File: src/rtl/hpi_master_ctrl.sv
// HPI bus master for the CY7C67200 host port: valid/ready requests become timed CS/R/W cycles,
// plus a NUM_KEYS-slot keycode register file. Define HPI_RESET_SEQ_EN for a sequenced HPI reset.
module hpi_master_ctrl #(
    parameter int DATA_W     = 16,
    parameter int ADDR_W     = 2,
    parameter int SETUP_CYC  = 1,
    parameter int STROBE_CYC = 2,
    parameter int HOLD_CYC   = 1,
    parameter int NUM_KEYS   = 2,
    parameter int RST_CYC    = 16
) (
    input  logic                    clk_clk,
    input  logic                    reset_reset_n,
    input  logic                    req_valid,
    output logic                    req_ready,
    input  logic                    req_we,
    input  logic [ADDR_W-1:0]       req_addr,
    input  logic [DATA_W-1:0]       req_wdata,
    output logic                    rsp_valid,
    output logic [DATA_W-1:0]       rsp_rdata,
    output logic [ADDR_W-1:0]       otg_hpi_address_export,
    output logic                    otg_hpi_cs_export,
    output logic                    otg_hpi_r_export,
    output logic                    otg_hpi_w_export,
    input  logic [DATA_W-1:0]       otg_hpi_data_in_port,
    output logic [DATA_W-1:0]       otg_hpi_data_out_port,
    output logic                    otg_hpi_reset_export,
    input  logic                    hpi_reset_req,
    input  logic                    kc_wr,
    input  logic                    kc_clr,
    input  logic [((NUM_KEYS > 1) ? $clog2(NUM_KEYS) : 1)-1:0] kc_slot,
    input  logic [7:0]              kc_data,
    output logic [8*NUM_KEYS-1:0]   keycode_export
);

    localparam int KS_W    = (NUM_KEYS > 1) ? $clog2(NUM_KEYS) : 1;
    localparam int MAX_A   = (SETUP_CYC > STROBE_CYC) ? SETUP_CYC : STROBE_CYC;
    localparam int MAX_B   = (HOLD_CYC > RST_CYC) ? HOLD_CYC : RST_CYC;
    localparam int MAX_CYC = (MAX_A > MAX_B) ? MAX_A : MAX_B;
    localparam int CNT_W   = $clog2(MAX_CYC + 1);

    localparam logic [CNT_W-1:0] SETUP_LD  = CNT_W'(SETUP_CYC - 1);
    localparam logic [CNT_W-1:0] STROBE_LD = CNT_W'(STROBE_CYC - 1);
    localparam logic [CNT_W-1:0] HOLD_LD   = CNT_W'(HOLD_CYC - 1);

    typedef enum logic [2:0] {
        IDLE   = 3'd0,
        SETUP  = 3'd1,
        STROBE = 3'd2,
        HOLD   = 3'd3,
        RST    = 3'd4
    } state_t;

    state_t             state_reg, state_next;
    logic [CNT_W-1:0]   cnt_reg, cnt_next;
    logic               we_reg, we_next;
    logic [ADDR_W-1:0]  address_reg;
    logic [DATA_W-1:0]  data_out_reg;
    logic [DATA_W-1:0]  rdata_cap_reg;
    logic [DATA_W-1:0]  rsp_rdata_reg;
    logic               rsp_valid_reg, rsp_valid_next;
    logic               cs_reg, cs_next;
    logic               r_reg, r_next;
    logic               w_reg, w_next;
    logic               hpi_rst_reg, hpi_rst_next;
    logic               accept;
    logic               rd_sample;
    logic               cnt_zero;

`ifdef HPI_RESET_SEQ_EN
    localparam logic [CNT_W-1:0] RST_LD = CNT_W'(RST_CYC - 1);
    logic rst_pend_reg;

    // A reset request that cannot start yet waits here until the FSM is idle again.
    always_ff @(posedge clk_clk) begin
        if (!reset_reset_n) begin
            rst_pend_reg <= 1'b0;
        end else if (state_next == RST) begin
            rst_pend_reg <= 1'b0;
        end else if (hpi_reset_req && state_reg != RST) begin
            rst_pend_reg <= 1'b1;
        end
    end

    assign req_ready = reset_reset_n && (state_reg == IDLE) && !rst_pend_reg;
`else
    assign req_ready = reset_reset_n && (state_reg == IDLE);
`endif

    assign cnt_zero = (cnt_reg == '0);

    always_comb begin
        state_next = state_reg;
        cnt_next   = cnt_reg;
        accept     = 1'b0;
        case (state_reg)
            IDLE: begin
                if (req_valid && req_ready) begin
                    accept     = 1'b1;
                    state_next = SETUP;
                    cnt_next   = SETUP_LD;
                end
`ifdef HPI_RESET_SEQ_EN
                else if (hpi_reset_req || rst_pend_reg) begin
                    state_next = RST;
                    cnt_next   = RST_LD;
                end
`endif
            end
            SETUP: begin
                if (cnt_zero) begin
                    state_next = STROBE;
                    cnt_next   = STROBE_LD;
                end else begin
                    cnt_next = cnt_reg - 1'b1;
                end
            end
            STROBE: begin
                if (cnt_zero) begin
                    state_next = HOLD;
                    cnt_next   = HOLD_LD;
                end else begin
                    cnt_next = cnt_reg - 1'b1;
                end
            end
            HOLD: begin
                if (cnt_zero) begin
                    state_next = IDLE;
                end else begin
                    cnt_next = cnt_reg - 1'b1;
                end
            end
`ifdef HPI_RESET_SEQ_EN
            RST: begin
                if (cnt_zero) begin
                    state_next = IDLE;
                end else begin
                    cnt_next = cnt_reg - 1'b1;
                end
            end
`endif
            default: begin
                state_next = IDLE;
                cnt_next   = '0;
            end
        endcase
    end

    // Pin levels are decoded from the next state so every HPI output comes straight from a flop.
    always_comb begin
        we_next        = accept ? req_we : we_reg;
        cs_next        = !((state_next == SETUP) || (state_next == STROBE) || (state_next == HOLD));
        r_next         = !((state_next == STROBE) && !we_next);
        w_next         = !((state_next == STROBE) && we_next);
        rsp_valid_next = (state_reg == HOLD) && (state_next == IDLE);
        rd_sample      = (state_reg == STROBE) && cnt_zero && !we_reg;
`ifdef HPI_RESET_SEQ_EN
        hpi_rst_next   = (state_next != RST);
`else
        hpi_rst_next   = !hpi_reset_req;
`endif
    end

    always_ff @(posedge clk_clk) begin
        if (!reset_reset_n) begin
            state_reg     <= IDLE;
            cnt_reg       <= '0;
            we_reg        <= 1'b0;
            address_reg   <= '0;
            data_out_reg  <= '0;
            rdata_cap_reg <= '0;
            rsp_rdata_reg <= '0;
            rsp_valid_reg <= 1'b0;
            cs_reg        <= 1'b1;
            r_reg         <= 1'b1;
            w_reg         <= 1'b1;
            hpi_rst_reg   <= 1'b1;
        end else begin
            state_reg     <= state_next;
            cnt_reg       <= cnt_next;
            we_reg        <= we_next;
            cs_reg        <= cs_next;
            r_reg         <= r_next;
            w_reg         <= w_next;
            hpi_rst_reg   <= hpi_rst_next;
            rsp_valid_reg <= rsp_valid_next;
            if (accept) begin
                address_reg <= req_addr;
                if (req_we) begin
                    data_out_reg <= req_wdata;
                end
            end
            if (rd_sample) begin
                rdata_cap_reg <= otg_hpi_data_in_port;
            end
            // Read data is published together with its completion pulse, not at the sample edge.
            if (rsp_valid_next && !we_reg) begin
                rsp_rdata_reg <= rdata_cap_reg;
            end
        end
    end

    assign otg_hpi_address_export = address_reg;
    assign otg_hpi_data_out_port  = data_out_reg;
    assign otg_hpi_cs_export      = cs_reg;
    assign otg_hpi_r_export       = r_reg;
    assign otg_hpi_w_export       = w_reg;
    assign otg_hpi_reset_export   = hpi_rst_reg;
    assign rsp_valid              = rsp_valid_reg;
    assign rsp_rdata              = rsp_rdata_reg;

    // Slots whose index is never matched (kc_slot >= NUM_KEYS) are simply not written.
    genvar gi;
    generate
        for (gi = 0; gi < NUM_KEYS; gi++) begin : g_kc
            logic [7:0] kc_reg;
            always_ff @(posedge clk_clk) begin
                if (!reset_reset_n || kc_clr) begin
                    kc_reg <= 8'h00;
                end else if (kc_wr && (kc_slot == KS_W'(gi))) begin
                    kc_reg <= kc_data;
                end
            end
            assign keycode_export[8*gi +: 8] = kc_reg;
        end
    endgenerate

endmodule
File: config.mk
export PLATFORM = sky130hd
export DESIGN_NAME = hpi_master_ctrl
export DESIGN_NICKNAME = d
export VERILOG_FILES = /design/src/rtl/hpi_master_ctrl.sv
export SDC_FILE = /design/constraint.sdc
export NUM_CORES = 1
export LEC_CHECK = 0
export ABC_AREA = 1
export BUFFER_PORTS_ARGS = -buffer_cell sky130_fd_sc_hd__buf_2
export CAP_MARGIN = 0
export CORE_MARGIN = 8
export CORE_UTILIZATION = 45
export CTS_CLUSTER_DIAMETER = 60
export DETAILED_ROUTE_END_ITERATION = 16
export GPL_TIMING_DRIVEN = 1
export HOLD_SLACK_MARGIN = 0.15
export PLACE_DENSITY = 0.73
export SLEW_MARGIN = 20
export SYNTH_ARGS = -nofsm -noshare
export SYNTH_HDL_FRONTEND = slang
export SYNTH_SLANG_ARGS = --single-unit
File: constraint.sdc
create_clock -name clk_clk -period 3.4 [get_ports clk_clk]
set_clock_uncertainty 0.15 [all_clocks]
set_input_delay 0.68 -clock clk_clk [delete_from_list [all_inputs] [get_ports clk_clk]]
set_output_delay 0.68 -clock clk_clk [all_outputs]
set_load 0.01 [all_outputs]
**After elaboration in Yosys (flattened, before gate mapping)**

Index checks and enable logic that the tools add are counted.

- Output and inout bits: 56
- Memories: 0
- Latch bits: 0
- Flip-flop bits (word level): 80
- Bits in read-only memories: 0
- Bits in writable memories: 0
- Input port bits: 50

- Bitwise gates (word level): 1
- Multipliers: 0
- Shift-type cells: 0
- Eq/ne operators: 8
- Reduce and logical (&&, ||, !) cells: 25
- Div/mod/pow operators: 0
- $lt $le $gt $ge: 0
- Add/subtract/negate cells: 1
- Muxes and demuxes: 13

Operators with widths:

| operator | number |
|---|---|
| two-way mux 5 bit | 4 |
| one-hot mux 5 bit (4 select lines) | 1 |
| equality test 3 x 2 -> 1 bit, second input constant | 4 |
| two-way mux 3 bit | 4 |
| one-hot mux 3 bit (4 select lines) | 1 |
| logical AND 1 bit | 10 |
| logical NOT 1 bit | 7 |
| equality test 3 x 1 -> 1 bit, second input constant | 2 |
| logical NOT 3 bit | 2 |
| logical NOT 5 bit | 1 |
| subtractor 5 x 1 -> 5 bit, second input constant | 1 |
| AND reduction 2 bit | 2 |
| logical OR 1 bit | 3 |
| two-way mux 1 bit | 3 |
| inequality test 2 x 1 -> 1 bit, second input constant | 1 |
| inequality test 2 bit, second input constant | 1 |
| NOT 1 bit | 1 |

**Longest topological paths before layout**

- Depth in word-level cells: 9
- Mapped depth: 11

**Worst setup path after synthesis**

OpenSTA, ideal clock, no wires.

- Kind: input-to-output
- From: in reset_reset_n
- To: out req_ready
- Stages on the path: 3
- Arrival: 1151 ps
- Data required time: 2570 ps
- Setup slack: 1419 ps
- Path buffers: 1
- Path through: buf_2 > inv_1 > nor2_1

- Word-level cells in the longest chain between the ends: 1

Ends and longest elaborated chain:

| what | RTL line | RTL |
|---|---|---|
| start: declaration | 13 | `input logic reset_reset_n,` |
| logical AND 1 bit | 87 | `assign req_ready = reset_reset_n && (state_reg == IDLE);` |
| end: declaration | 15 | `output logic req_ready,` |

No other way between the ends.

**Final worst setup path**

Same ends and word-level chain as after synthesis.

==> results by group <==
Clock tree
  • CTS tree: yes
  • Hold buffer count at CTS: 0
  • TritonCTS buffer count: 9
  • H-tree depth: 3
  • Clock root buffer: clkbuf_8
  • Longest Clk Path Bufs: 2
  • Clk_lat worst skew: approximately 0.35 ns
  • Setup bufs post-CTS: 0
  • Post-cts repair resize count: 0
  • Worst-path clk slew: 0.08 ns
  • Clk sinks: 80

Place
  • Number of buffers added on ports: 105
  • Post-DP HPWL: 5410 um
  • GP Congestion: 0.791

Min path
  • Hold_sp: otg_hpi_address_export[0]$_SDFFE_PN0P_
  • Hold Path Cell Cnt: 2
  • Hold EP: otg_hpi_address_export[0]$_SDFFE_PN0P_
  • Hold WC Path Type: reg -> reg

Pwr
  • P_int: 1.40 mW
  • Switching Fraction: 24.0%
  • Psw: 0.443 mW
  • Leakage power: 1.98 nW
  • Power Total: 1.85 mW
  • PD cells: 479 nW/um2
  • Sequential Power Share: between 50 and 60%
  • Peak VDD IR: 262 uV
  • Clock power frac: 38.6%
  • Comb power frac: 8.7%

Critical path
  • Max stage delay cell, worst path: inv_1
  • Max FO, Critical Path: 6
  • Crit path DAT: roughly 1.3 ns
  • CP Data Required Time: 2.57 ns
  • Setup crit start: reset_reset_n
  • Slowest stage delay, CP: around 0.20 ns
  • Worst r2r src: cnt_reg[0]$_SDFFE_PN0P_
  • Worst path depth: 4
  • Worst path bufs/invs: 3
  • CP endpoint kind: primary output
  • CP cell instances: buf_2 > inv_1 > nor2_1 > buf_2
  • Reg-to-reg setup timing slack: 1.46 ns
  • Top Family by Delay on Critical Path: buffers and inverters
  • Crit path launch type: input port
  • Reg2reg path depth: 9
  • Most used cell, CP: buf_2
  • CP Class: in -> out
  • Reg-to-Reg End: rsp_rdata[10]$_SDFFE_PN0P_

Timing
  • RSZ-0062 raised after global routing: false
  • Final setup violation count: 0
  • Peak Freq: 0.481 GHz
  • Fin Setup TNS: 0 ns
  • Final Cycle Share: 61.1%
  • WHS: 0.332 ns
  • Worst slew margin: between 50% and 60%
  • Worst slew pin tran: 0.624 ns
  • Slew Viols, Final: 0
  • Final hold viol count: 0
  • Final min period: ~2.1 ns

Logic synthesis
  • Synth warnings: 0
  • Cell variety after synth: 27
  • Top cells by area, synth: dfxtp_1 52%, nor2_1 15%, o21ai_0 7.1%
  • Xor-xnor portion of the synthesized cell area: 0.848%
  • Synthesized area per cell: 7.92 um2
  • Post-synthesis compound-gate area fraction: 15.0%
  • Largest family of logic cells by synthesized area: simple AND/OR/NAND/NOR gates
  • Seq cells post-synth: 80
  • Mux share of post-synthesis cell area: 0%
  • Post-Syn Area: 3100 um2
  • Leading area contributor after synthesis: dfxtp_1
  • Simple-Gate Fraction of Synth Area: 26.2%
  • Seq/Total Area, Yosys: 51.7%
  • Adder-cell share of the synthesized area: less than 1%
  • Area share of the largest cell type after synthesis: approximately half
  • Syn Inst Count: 391
  • Post-synthesis net count: 442

Route
  • Top Layer Used: met4
  • Routed met1 length: 3290 um
  • DRT iter0 DRCs: roughly 110
  • Wire length on met3: 655 um
  • DRT antenna net count: 0
  • Vias per Instance: ~4.8
  • DRT Wirelength: about 7400 um
  • Vias: 2746
  • Routed length per instance: 12.7 um
  • DR pass1 iterations: 4
  • Wire length on met2: 3330 um
  • DRC Markers: 0

Run status
  • Outcome: completed

Cells and area
  • N_diodes: 0
  • Syn-to-layout area delta: 24.6%
  • Share of layout cells above drive strength 1: 31.1%
  • Fin nets: 544

Die
  • Initial Utilization: 46.1%
  • Die Wd: 99.0 um
  • Core region area: about 6700 um2
  • Die area: ~10000 um2
  • Placement Rows: 30
  • Die Y: slightly below 100 um
  • Io pins: 106

Global route
  • Overall routing resource usage: 15.3%
  • Vias in the first global route: 2748
  • First-pass GRT wire length: 12200 um
  • Antenna violations before repair: 0
  • Largest net degree at the start of global routing: between 50 and 60
  • Grt ovf: 0

Job
  • Max-cap check violation count: 0
[power by group through the flow]
stage | sequential (mW) | combinational [mW] | clock (mW)
finish | 0.974 | 0.161 | 0.713
global route | 0.977 | 0.184 | 0.779
CTS | 0.974 | 0.163 | 0.739
detailed placement | 0.995 | 0.162 | 0
global placement | 0.995 | 0.160 | 0
floorplan | 1.00 | 0.0902 | 0
[how the worst max path moves through the flow]
stage                                           end
after global placement                    req_ready
final                                     req_ready
after CTS                                 req_ready
after floorplan                           req_ready
after detailed placement                  req_ready
after global routing      rsp_rdata[4]$_SDFFE_PN0P_
[tightest hold or removal path, cell delays in order (launching register included)]
cell	delay, ns
dfxtp_1	0.32
nand3_1	0.08
nand2_1	0.05
[cells by family (layout without fill, tap and decap cells)]
| group | count (synthesis) | in the layout |
|---|---|---|
| AO/OA/AOI/OAI | 78 | 78 |
| XOR/XNOR | 3 | 3 |
| adder cells (fa/ha/maj) | 1 | 1 |
| buffers and inverters | 40 | 147 |
| flip-flops | 80 | 80 |
| other | 1 | 1 |
| AND/OR/NAND/NOR | 188 | 188 |
[synthesized netlist by cell type, drive strengths merged]
master / instances
clkinv: 1
conb: 1
dfxtp: 80
o21ai: 54
inv: 23
nand4: 2
a21oi: 8
nor3: 1
nand2: 37
nor2: 140
nand3: 7
nand3b: 1
ha: 1
clkbuf: 8
o21bai: 16
xor2: 3
buf: 8
[cell type report]
type	count	area, um2
Clock inverter	4	51.3
Multi-Input combinational cell	271	1320
Tap cell	80	100
Inverter	24	90.1
Sequential cell	80	1600
Clock buffer	12	155
Timing Repair Buffer	107	541
Fill cell	640	2860
[per-stage QoR]
step / instance area, um2 / utilization, % / std cells / worst slack (ns)
global route: 3860 / 57.4 / 578 / 1.22
finish: 3860 / 57.4 / 578 / 1.32
CTS: 3860 / 57.4 / 578 / 1.29
detailed placement: 3650 / 54.3 / 562 / 1.29
global placement: 3650 / 54.3 / 562 / 1.30
floorplan: 3100 / - / 391 / 1.42
[metal layers]
metal  global-route usage, %  up-vias
met3                    7.47        7
met1                    16.9     1220
met5                       0        -
li1                        -     1437
met4                    6.38        0
met2                    24.4       82
[placed cells by master (no fill, tap or decap), types with 3 or more instances in the layout]
master	count
a21oi_1	8
buf_2	105
clkbuf_8	11
dfxtp_1	80
inv_1	18
inv_2	5
nand2_1	35
nand3_1	7
nor2_1	125
nor2_2	13
o21ai_0	44
o21ai_1	10
o21bai_1	7
o21bai_2	9
xor2_1	3
No activity file was read; power rests on OpenSTA's default activity.
